`src/rtl/loom_axil_ctrl_regs.sv`:
```
// loom_axil_ctrl_regs
// AXI-Lite register block facing the host (via the XDMA AXI-Lite master).
// Registers: ID, CTRL (finish request), IRQ_STATUS (sticky, W1C),
// IRQ_ENABLE, IRQ_RAW (live sources) and N_SCRATCH scratch words.
// Interrupt sources are edge-detected into IRQ_STATUS; irq_o is the
// registered OR of enabled status bits, finish_o a one-cycle pulse.
// Optional build macro LOOM_AXIL_TIMESTAMP_EN adds a 64-bit cycle counter
// at 0x18 (low word, latches high word) and 0x1C (latched high word).

module loom_axil_ctrl_regs #(
  parameter int          ADDR_WIDTH = 20,
  parameter int          N_IRQ      = 16,
  parameter int          N_SCRATCH  = 4,
  parameter logic [31:0] ID_VALUE   = 32'h4C4F_4F4D
) (
  input  logic                  clk_i,
  input  logic                  rst_ni,
  input  logic [ADDR_WIDTH-1:0] s_axil_awaddr_i,
  input  logic                  s_axil_awvalid_i,
  output logic                  s_axil_awready_o,
  input  logic [31:0]           s_axil_wdata_i,
  input  logic [3:0]            s_axil_wstrb_i,
  input  logic                  s_axil_wvalid_i,
  output logic                  s_axil_wready_o,
  output logic [1:0]            s_axil_bresp_o,
  output logic                  s_axil_bvalid_o,
  input  logic                  s_axil_bready_i,
  input  logic [ADDR_WIDTH-1:0] s_axil_araddr_i,
  input  logic                  s_axil_arvalid_i,
  output logic                  s_axil_arready_o,
  output logic [31:0]           s_axil_rdata_o,
  output logic [1:0]            s_axil_rresp_o,
  output logic                  s_axil_rvalid_o,
  input  logic                  s_axil_rready_i,
  input  logic [N_IRQ-1:0]      irq_i,
  output logic                  irq_o,
  output logic                  finish_o
);

  localparam logic [1:0] RESP_OKAY   = 2'b00;
  localparam logic [1:0] RESP_SLVERR = 2'b10;

  // Word indices (address bits [7:2])
  localparam logic [5:0] IDX_ID       = 6'h00;
  localparam logic [5:0] IDX_CTRL     = 6'h01;
  localparam logic [5:0] IDX_STATUS   = 6'h02;
  localparam logic [5:0] IDX_ENABLE   = 6'h03;
  localparam logic [5:0] IDX_RAW      = 6'h04;
`ifdef LOOM_AXIL_TIMESTAMP_EN
  localparam logic [5:0] IDX_TS_LO    = 6'h06;
  localparam logic [5:0] IDX_TS_HI    = 6'h07;
`endif
  localparam logic [5:0] IDX_SCR_BASE = 6'h08;

  // Expand byte strobes into a 32-bit bit mask.
  function automatic logic [31:0] lane_mask(input logic [3:0] strb);
    logic [31:0] m;
    m = '0;
    for (int b = 0; b < 4; b++) begin
      m[b*8 +: 8] = {8{strb[b]}};
    end
    return m;
  endfunction

  // Only bits [7:2] are decoded; anything above must be zero.
  function automatic logic upper_zero(input logic [ADDR_WIDTH-1:0] a);
    return (a >> 8) == '0;
  endfunction

  function automatic logic idx_mapped(input logic [5:0] idx);
    logic hit;
    hit = (idx == IDX_ID) || (idx == IDX_CTRL) || (idx == IDX_STATUS) ||
          (idx == IDX_ENABLE) || (idx == IDX_RAW);
`ifdef LOOM_AXIL_TIMESTAMP_EN
    hit = hit || (idx == IDX_TS_LO) || (idx == IDX_TS_HI);
`endif
    for (int i = 0; i < N_SCRATCH; i++) begin
      if (idx == IDX_SCR_BASE + 6'(i)) hit = 1'b1;
    end
    return hit;
  endfunction

  // Channel state
  logic                  awready_q, wready_q, arready_q;
  logic                  aw_held_q, w_held_q;
  logic [ADDR_WIDTH-1:0] awaddr_q;
  logic [31:0]           wdata_q;
  logic [3:0]            wstrb_q;
  logic                  bvalid_q, rvalid_q;
  logic [1:0]            bresp_q, rresp_q;
  logic [31:0]           rdata_q;

  // Register state
  logic [N_IRQ-1:0]      irq_q, status_q, enable_q;
  logic [31:0]           scratch_q [N_SCRATCH];
  logic                  irq_o_q, finish_q;

  // Handshakes and next-state terms
  logic aw_hs, w_hs, b_hs, ar_hs, r_hs;
  logic aw_have, w_have, do_write;
  logic aw_held_d, w_held_d, bvalid_d, rvalid_d;

  // Write decode
  logic [ADDR_WIDTH-1:0] wr_addr;
  logic [31:0]           wr_data, wr_mask;
  logic [3:0]            wr_strb;
  logic [5:0]            wr_idx;
  logic                  wr_ok, wr_en;

  // Read decode
  logic [5:0]            rd_idx;
  logic [31:0]           rd_data;
  logic [1:0]            rd_resp;

  logic [N_IRQ-1:0]      irq_rise, status_clr;
  logic                  unused_addr_lsbs;

`ifdef LOOM_AXIL_TIMESTAMP_EN
  logic [63:0]           ts_q;
  logic [31:0]           ts_shadow_q;
`endif

  assign s_axil_awready_o = awready_q;
  assign s_axil_wready_o  = wready_q;
  assign s_axil_bvalid_o  = bvalid_q;
  assign s_axil_bresp_o   = bresp_q;
  assign s_axil_arready_o = arready_q;
  assign s_axil_rvalid_o  = rvalid_q;
  assign s_axil_rdata_o   = rdata_q;
  assign s_axil_rresp_o   = rresp_q;
  assign irq_o            = irq_o_q;
  assign finish_o         = finish_q;

  assign aw_hs = s_axil_awvalid_i & awready_q;
  assign w_hs  = s_axil_wvalid_i  & wready_q;
  assign b_hs  = bvalid_q & s_axil_bready_i;
  assign ar_hs = s_axil_arvalid_i & arready_q;
  assign r_hs  = rvalid_q & s_axil_rready_i;

  // A write commits on the edge where both address and data are available,
  // whether they were held from earlier handshakes or arrive right now.
  assign aw_have   = aw_held_q | aw_hs;
  assign w_have    = w_held_q  | w_hs;
  assign do_write  = aw_have & w_have;
  assign aw_held_d = aw_have & ~do_write;
  assign w_held_d  = w_have  & ~do_write;
  assign bvalid_d  = do_write | (bvalid_q & ~b_hs);
  assign rvalid_d  = ar_hs | (rvalid_q & ~r_hs);

  assign unused_addr_lsbs = ^{wr_addr[1:0], s_axil_araddr_i[1:0]};

  // Select held or live write address/data and decode the target.
  always_comb begin
    wr_addr = aw_held_q ? awaddr_q : s_axil_awaddr_i;
    wr_data = w_held_q  ? wdata_q  : s_axil_wdata_i;
    wr_strb = w_held_q  ? wstrb_q  : s_axil_wstrb_i;
    wr_idx  = wr_addr[7:2];
    wr_mask = lane_mask(wr_strb);
    wr_ok   = upper_zero(wr_addr) && idx_mapped(wr_idx);
    wr_en   = do_write & wr_ok;
  end

  // Read data mux from current (pre-write) register state.
  always_comb begin
    rd_idx  = s_axil_araddr_i[7:2];
    rd_data = '0;
    rd_resp = RESP_OKAY;
    if (!upper_zero(s_axil_araddr_i) || !idx_mapped(rd_idx)) begin
      rd_resp = RESP_SLVERR;
    end else begin
      case (rd_idx)
        IDX_ID:     rd_data = ID_VALUE;
        IDX_STATUS: rd_data[N_IRQ-1:0] = status_q;
        IDX_ENABLE: rd_data[N_IRQ-1:0] = enable_q;
        IDX_RAW:    rd_data[N_IRQ-1:0] = irq_i;
`ifdef LOOM_AXIL_TIMESTAMP_EN
        IDX_TS_LO:  rd_data = ts_q[31:0];
        IDX_TS_HI:  rd_data = ts_shadow_q;
`endif
        default: begin
          for (int i = 0; i < N_SCRATCH; i++) begin
            if (rd_idx == IDX_SCR_BASE + 6'(i)) rd_data = scratch_q[i];
          end
        end
      endcase
    end
  end

  // Write channel: hold AW/W independently, commit, then hold B until accepted.
  always_ff @(posedge clk_i or negedge rst_ni) begin
    if (!rst_ni) begin
      awready_q <= 1'b0;
      wready_q  <= 1'b0;
      aw_held_q <= 1'b0;
      w_held_q  <= 1'b0;
      awaddr_q  <= '0;
      wdata_q   <= '0;
      wstrb_q   <= '0;
      bvalid_q  <= 1'b0;
      bresp_q   <= RESP_OKAY;
    end else begin
      aw_held_q <= aw_held_d;
      w_held_q  <= w_held_d;
      bvalid_q  <= bvalid_d;
      awready_q <= ~aw_held_d & ~bvalid_d;
      wready_q  <= ~w_held_d  & ~bvalid_d;
      if (aw_hs) awaddr_q <= s_axil_awaddr_i;
      if (w_hs) begin
        wdata_q <= s_axil_wdata_i;
        wstrb_q <= s_axil_wstrb_i;
      end
      if (do_write) bresp_q <= wr_ok ? RESP_OKAY : RESP_SLVERR;
    end
  end

  // Read channel: capture data on AR handshake, hold until R handshake.
  always_ff @(posedge clk_i or negedge rst_ni) begin
    if (!rst_ni) begin
      arready_q <= 1'b0;
      rvalid_q  <= 1'b0;
      rdata_q   <= '0;
      rresp_q   <= RESP_OKAY;
    end else begin
      rvalid_q  <= rvalid_d;
      arready_q <= ~rvalid_d;
      if (ar_hs) begin
        rdata_q <= rd_data;
        rresp_q <= rd_resp;
      end
    end
  end

  // A rising source edge in the same cycle as a W1C wins over the clear.
  assign irq_rise   = irq_i & ~irq_q;
  assign status_clr = (wr_en && (wr_idx == IDX_STATUS)) ?
                      (wr_data[N_IRQ-1:0] & wr_mask[N_IRQ-1:0]) : '0;

  // Interrupt status, enable, request output and finish pulse.
  always_ff @(posedge clk_i or negedge rst_ni) begin
    if (!rst_ni) begin
      irq_q    <= '0;
      status_q <= '0;
      enable_q <= '0;
      irq_o_q  <= 1'b0;
      finish_q <= 1'b0;
    end else begin
      irq_q    <= irq_i;
      status_q <= (status_q & ~status_clr) | irq_rise;
      irq_o_q  <= |(status_q & enable_q);
      if (wr_en && (wr_idx == IDX_ENABLE)) begin
        enable_q <= (enable_q & ~wr_mask[N_IRQ-1:0]) |
                    (wr_data[N_IRQ-1:0] & wr_mask[N_IRQ-1:0]);
      end
      finish_q <= wr_en && (wr_idx == IDX_CTRL) && wr_data[0] && wr_strb[0];
    end
  end

  // Scratch registers, byte-lane writable.
  always_ff @(posedge clk_i or negedge rst_ni) begin
    if (!rst_ni) begin
      for (int i = 0; i < N_SCRATCH; i++) scratch_q[i] <= '0;
    end else begin
      for (int i = 0; i < N_SCRATCH; i++) begin
        if (wr_en && (wr_idx == IDX_SCR_BASE + 6'(i))) begin
          scratch_q[i] <= (scratch_q[i] & ~wr_mask) | (wr_data & wr_mask);
        end
      end
    end
  end

`ifdef LOOM_AXIL_TIMESTAMP_EN
  // Free-running cycle counter; reading the low word snapshots the high word.
  always_ff @(posedge clk_i or negedge rst_ni) begin
    if (!rst_ni) begin
      ts_q        <= '0;
      ts_shadow_q <= '0;
    end else begin
      ts_q <= ts_q + 64'd1;
      if (ar_hs && upper_zero(s_axil_araddr_i) && (rd_idx == IDX_TS_LO)) begin
        ts_shadow_q <= ts_q[63:32];
      end
    end
  end
`endif

endmodule
```
`config.mk`:
```
export PLATFORM = sky130hd
export DESIGN_NAME = loom_axil_ctrl_regs
export DESIGN_NICKNAME = d
export VERILOG_FILES = /design/src/rtl/loom_axil_ctrl_regs.sv
export SDC_FILE = /design/constraint.sdc
export NUM_CORES = 1
export LEC_CHECK = 0
export ABC_AREA = 1
export ABC_CLOCK_PERIOD_IN_PS = 2500
export CAP_MARGIN = 10
export CELL_PAD_IN_SITES_DETAIL_PLACEMENT = 1
export CELL_PAD_IN_SITES_GLOBAL_PLACEMENT = 1
export CORE_UTILIZATION = 32
export DETAILED_ROUTE_END_ITERATION = 12
export GPL_ROUTABILITY_DRIVEN = 0
export PLACE_DENSITY_LB_ADDON = 0.08
export SYNTH_ARGS = -nofsm -noshare
export SYNTH_HDL_FRONTEND = slang
export SYNTH_SLANG_ARGS = --single-unit
```
`constraint.sdc`:
```
create_clock -name clk_i -period 2.5 [get_ports clk_i]
set_clock_uncertainty 0.1 [all_clocks]
set_input_delay 0.75 -clock clk_i [delete_from_list [all_inputs] [get_ports clk_i]]
set_output_delay 0.75 -clock clk_i [all_outputs]
set_load 0.1 [all_outputs]
```
==> impl_metrics.ini <==
[run_status]
status = finished, violations left
violations = design-rule violations

[clock_network]
cts_tree = built
clock_latency_ps = 540
clk_pin_slew_ps = 60
clockBufferDepth = 3
cts_resized = 0
numCtsBuffers = 35
htree_levels = 2
cts_root_buffer = clkbuf_16
cts.sinks = 273

[sta]
fmax_mhz = 423.3
tightest_slew_ps = 546.9
fin_ws_ps = 137.7
fin_tns_setup_ps = 0
setup_viol = 0
finalMaxSlewViolations = 0
fin_crit_sh = 0.9449
period_minus_slack_ps = 2362
slew_headroom = 0.6341
rsz0062_at_grt = no
hold_violations = 0

[floorplan]
coreArea_sq_um = 41020
start_util = 0.3258
io_pins = 142
fp.dieH_um = 206.3
dieArea_sq_um = 42580
rows = 74
dieWidth_um = 206.3

[yosys]
ys_seq_area_frac = 0.5113
ys.flop_type = dfrtp_1
synth_top_area_cell = dfrtp_1
async_reset_ff_frac = 1.000
syn_area_sq_um = 13360
synth.distinct_cells = 40
synth_edf_count = 0
avgSynthCellArea_sq_um = 8.451
synthCells = 1581
synth_top_area_frac = 0.5113
synth_warnings = 0
netlist_top_cells_area = dfrtp_1 51%, nand2_1 14%, inv_1 4.9%
ys_ff_latch = 273

[layout]
drive_gt1_frac = 0.2126
syn_to_final_growth_pct = 31.37
final_cell_count_no_fill = 2395
final_cell_mix = 499 x nand2_1, 273 x dfrtp_1, 173 x inv_1
nNetsFinal = 1936
final_common_cell = nand2_1
n_antenna_cell = 0

[pwr]
p_leak_nw = 8.813
power_density_nw_per_um2 = 818.6
p_clk_frac = 0.345
power_frac_comb = 0.294
power.sequential.fraction = 0.360
sw_frac_of_total = 0.3360
vdd_drop_max_mv = 0.6460
switchingPower_mw = 4.827
internal_power_mw = 9.541

[global_route]
grt_overflow_total = 0
grt_pass1_vias = 11680
grt_pass1_wl_mm = 66.80
grt_antenna_before_repair = 0
grtUsageTotal = 0.2031
grt_max_degree = 71

[setup_path]
cp_max_fo = 27
crit_type = input port to flip-flop
critPathRequiredTime_ps = 2880
r2r_slack_ps = 350
crit_top_cell = nand3_1
slowest_delay_ps = 420
start_kind = input port
crit_arrival_ps = 2740
crit_chain = clkdlybuf4s50_1 -> nor2_1 -> nand3_1 -> nor2_1 -> inv_1 -> buf_12 -> buf_4 -> nand3_1 -> o21ai_0 -> nand2_1 -> nand3_1 -> nand2_1
critical_path.slowest_cell = clkdlybuf4s50_1
cp-end-kind = flip-flop

[drt]
vias = 11290
postRouteAntennaNets = 0
postRouteWirelength_mm = 41.22
routedWlPerCell_um = 17.21
via_per_inst = 4.714
drtPass1Iterations = 9
dr.first_iter.drc_count = 544
drc = 20

[placed_design]
port_buffers = 135
dp.final_hpwl_mm = 30.47
dp_slack_ps = -389.3
dpl.cell_count = 2331

[job]
drv_cap = 0

[min_path]
min-delay-path-class = flip-flop to flip-flop
==> through the flow <==
stage / instance area, sq um / hold slack (ps) / power (mW) / util
floorplan: 13370 / 299.6 / 7.522 / -
global placement: 16420 / 345.6 / 9.424 / 0.4002
detailed placement: 16420 / 336.9 / 9.528 / 0.4002
CTS: 17550 / 371.1 / 14.63 / 0.4279
global route: 17550 / 397.4 / 15.23 / 0.4279
finish: 17550 / 366.5 / 14.37 / 0.4279
==> synthesized netlist by cell type (all sizes together) (4+ instances only) <==
| cell | n |
|---|---|
| nand2 | 512 |
| dfrtp | 273 |
| inv | 178 |
| o21ai | 166 |
| nand4 | 82 |
| nor2 | 76 |
| nand3 | 61 |
| a21oi | 44 |
| clkbuf | 39 |
| buf | 35 |
| mux2 | 35 |
| or2 | 35 |
| o211ai | 22 |
| a22oi | 6 |
| a221oi | 4 |
| nor3 | 4 |
==> worst max-delay path, delay by kind of cell <==
kind                   cells  cell delay, ps
and+or+nand+nor            7             950
buffers and inverters      4             930
AOI/OAI and AO/OA          1              90
==> path summary, 6_finish.rpt <==
kind,start,end,depth (start not counted)
worst max-delay path,s_axil_araddr_i[7],s_axil_rdata_o[9],12
worst min-delay path,irq_q[0],status_q[0],1
worst max register to register,aw_held_q,status_q[1],12
worst min register to register,irq_q[0],status_q[0],1
max in group asynchronous,rst_ni,awaddr_q[2],3
min in group asynchronous,rst_ni,irq_q[10],2
==> power by group through the flow <==
stage	Clock [mW]	Sequential (mW)	Combinational (mW)
after global routing	5.31	5.25	4.67
after CTS	5.16	5.18	4.29
after global placement	0	5.22	4.21
after detailed placement	0	5.25	4.28
after floorplan	0	5.39	2.14
final	4.96	5.17	4.23
==> area by class of cell <==
class / instances / area, sq um
multi-input cells: 1056 / 5456
well taps: 532 / 665.6
flip-flops and latches: 273 / 6832
repair buffers: 292 / 2798
fillers: 4788 / 23460
inverters: 179 / 674.4
clock buffers: 55 / 1042
clock inverters: 8 / 85.08
==> logic make-up (layout without fill, tap and decap cells) <==
kind of cell	Yosys count	count (layout)	share of synthesized area
AO/OA/AOI/OAI	247	247	0.1096
multiplexers	35	35	0.02950
flip-flops	273	273	0.5113
AND/OR/NAND/NOR	772	772	0.2673
other	1	2	0.0002807
buffers and inverters	253	534	0.08203
==> timing repair <==
item / CTS / global route
hold endpoints to repair: 4 / 0
hold buffers: 1 / 0
endpoints found under the setup margin: 0 / 0
setup buffers: 0 / 0
==> routing by layer <==
layer  GRT usage  vias to the layer above  part of all wire
li1            -                     5633                 -
met1      0.3055                     5443              0.52
met2      0.3011                      168              0.43
met3     0.02870                       47             0.034
met4     0.05488                        0             0.017
met5           0                        -                 0
Note: power is estimated with default switching activity, not from simulation.
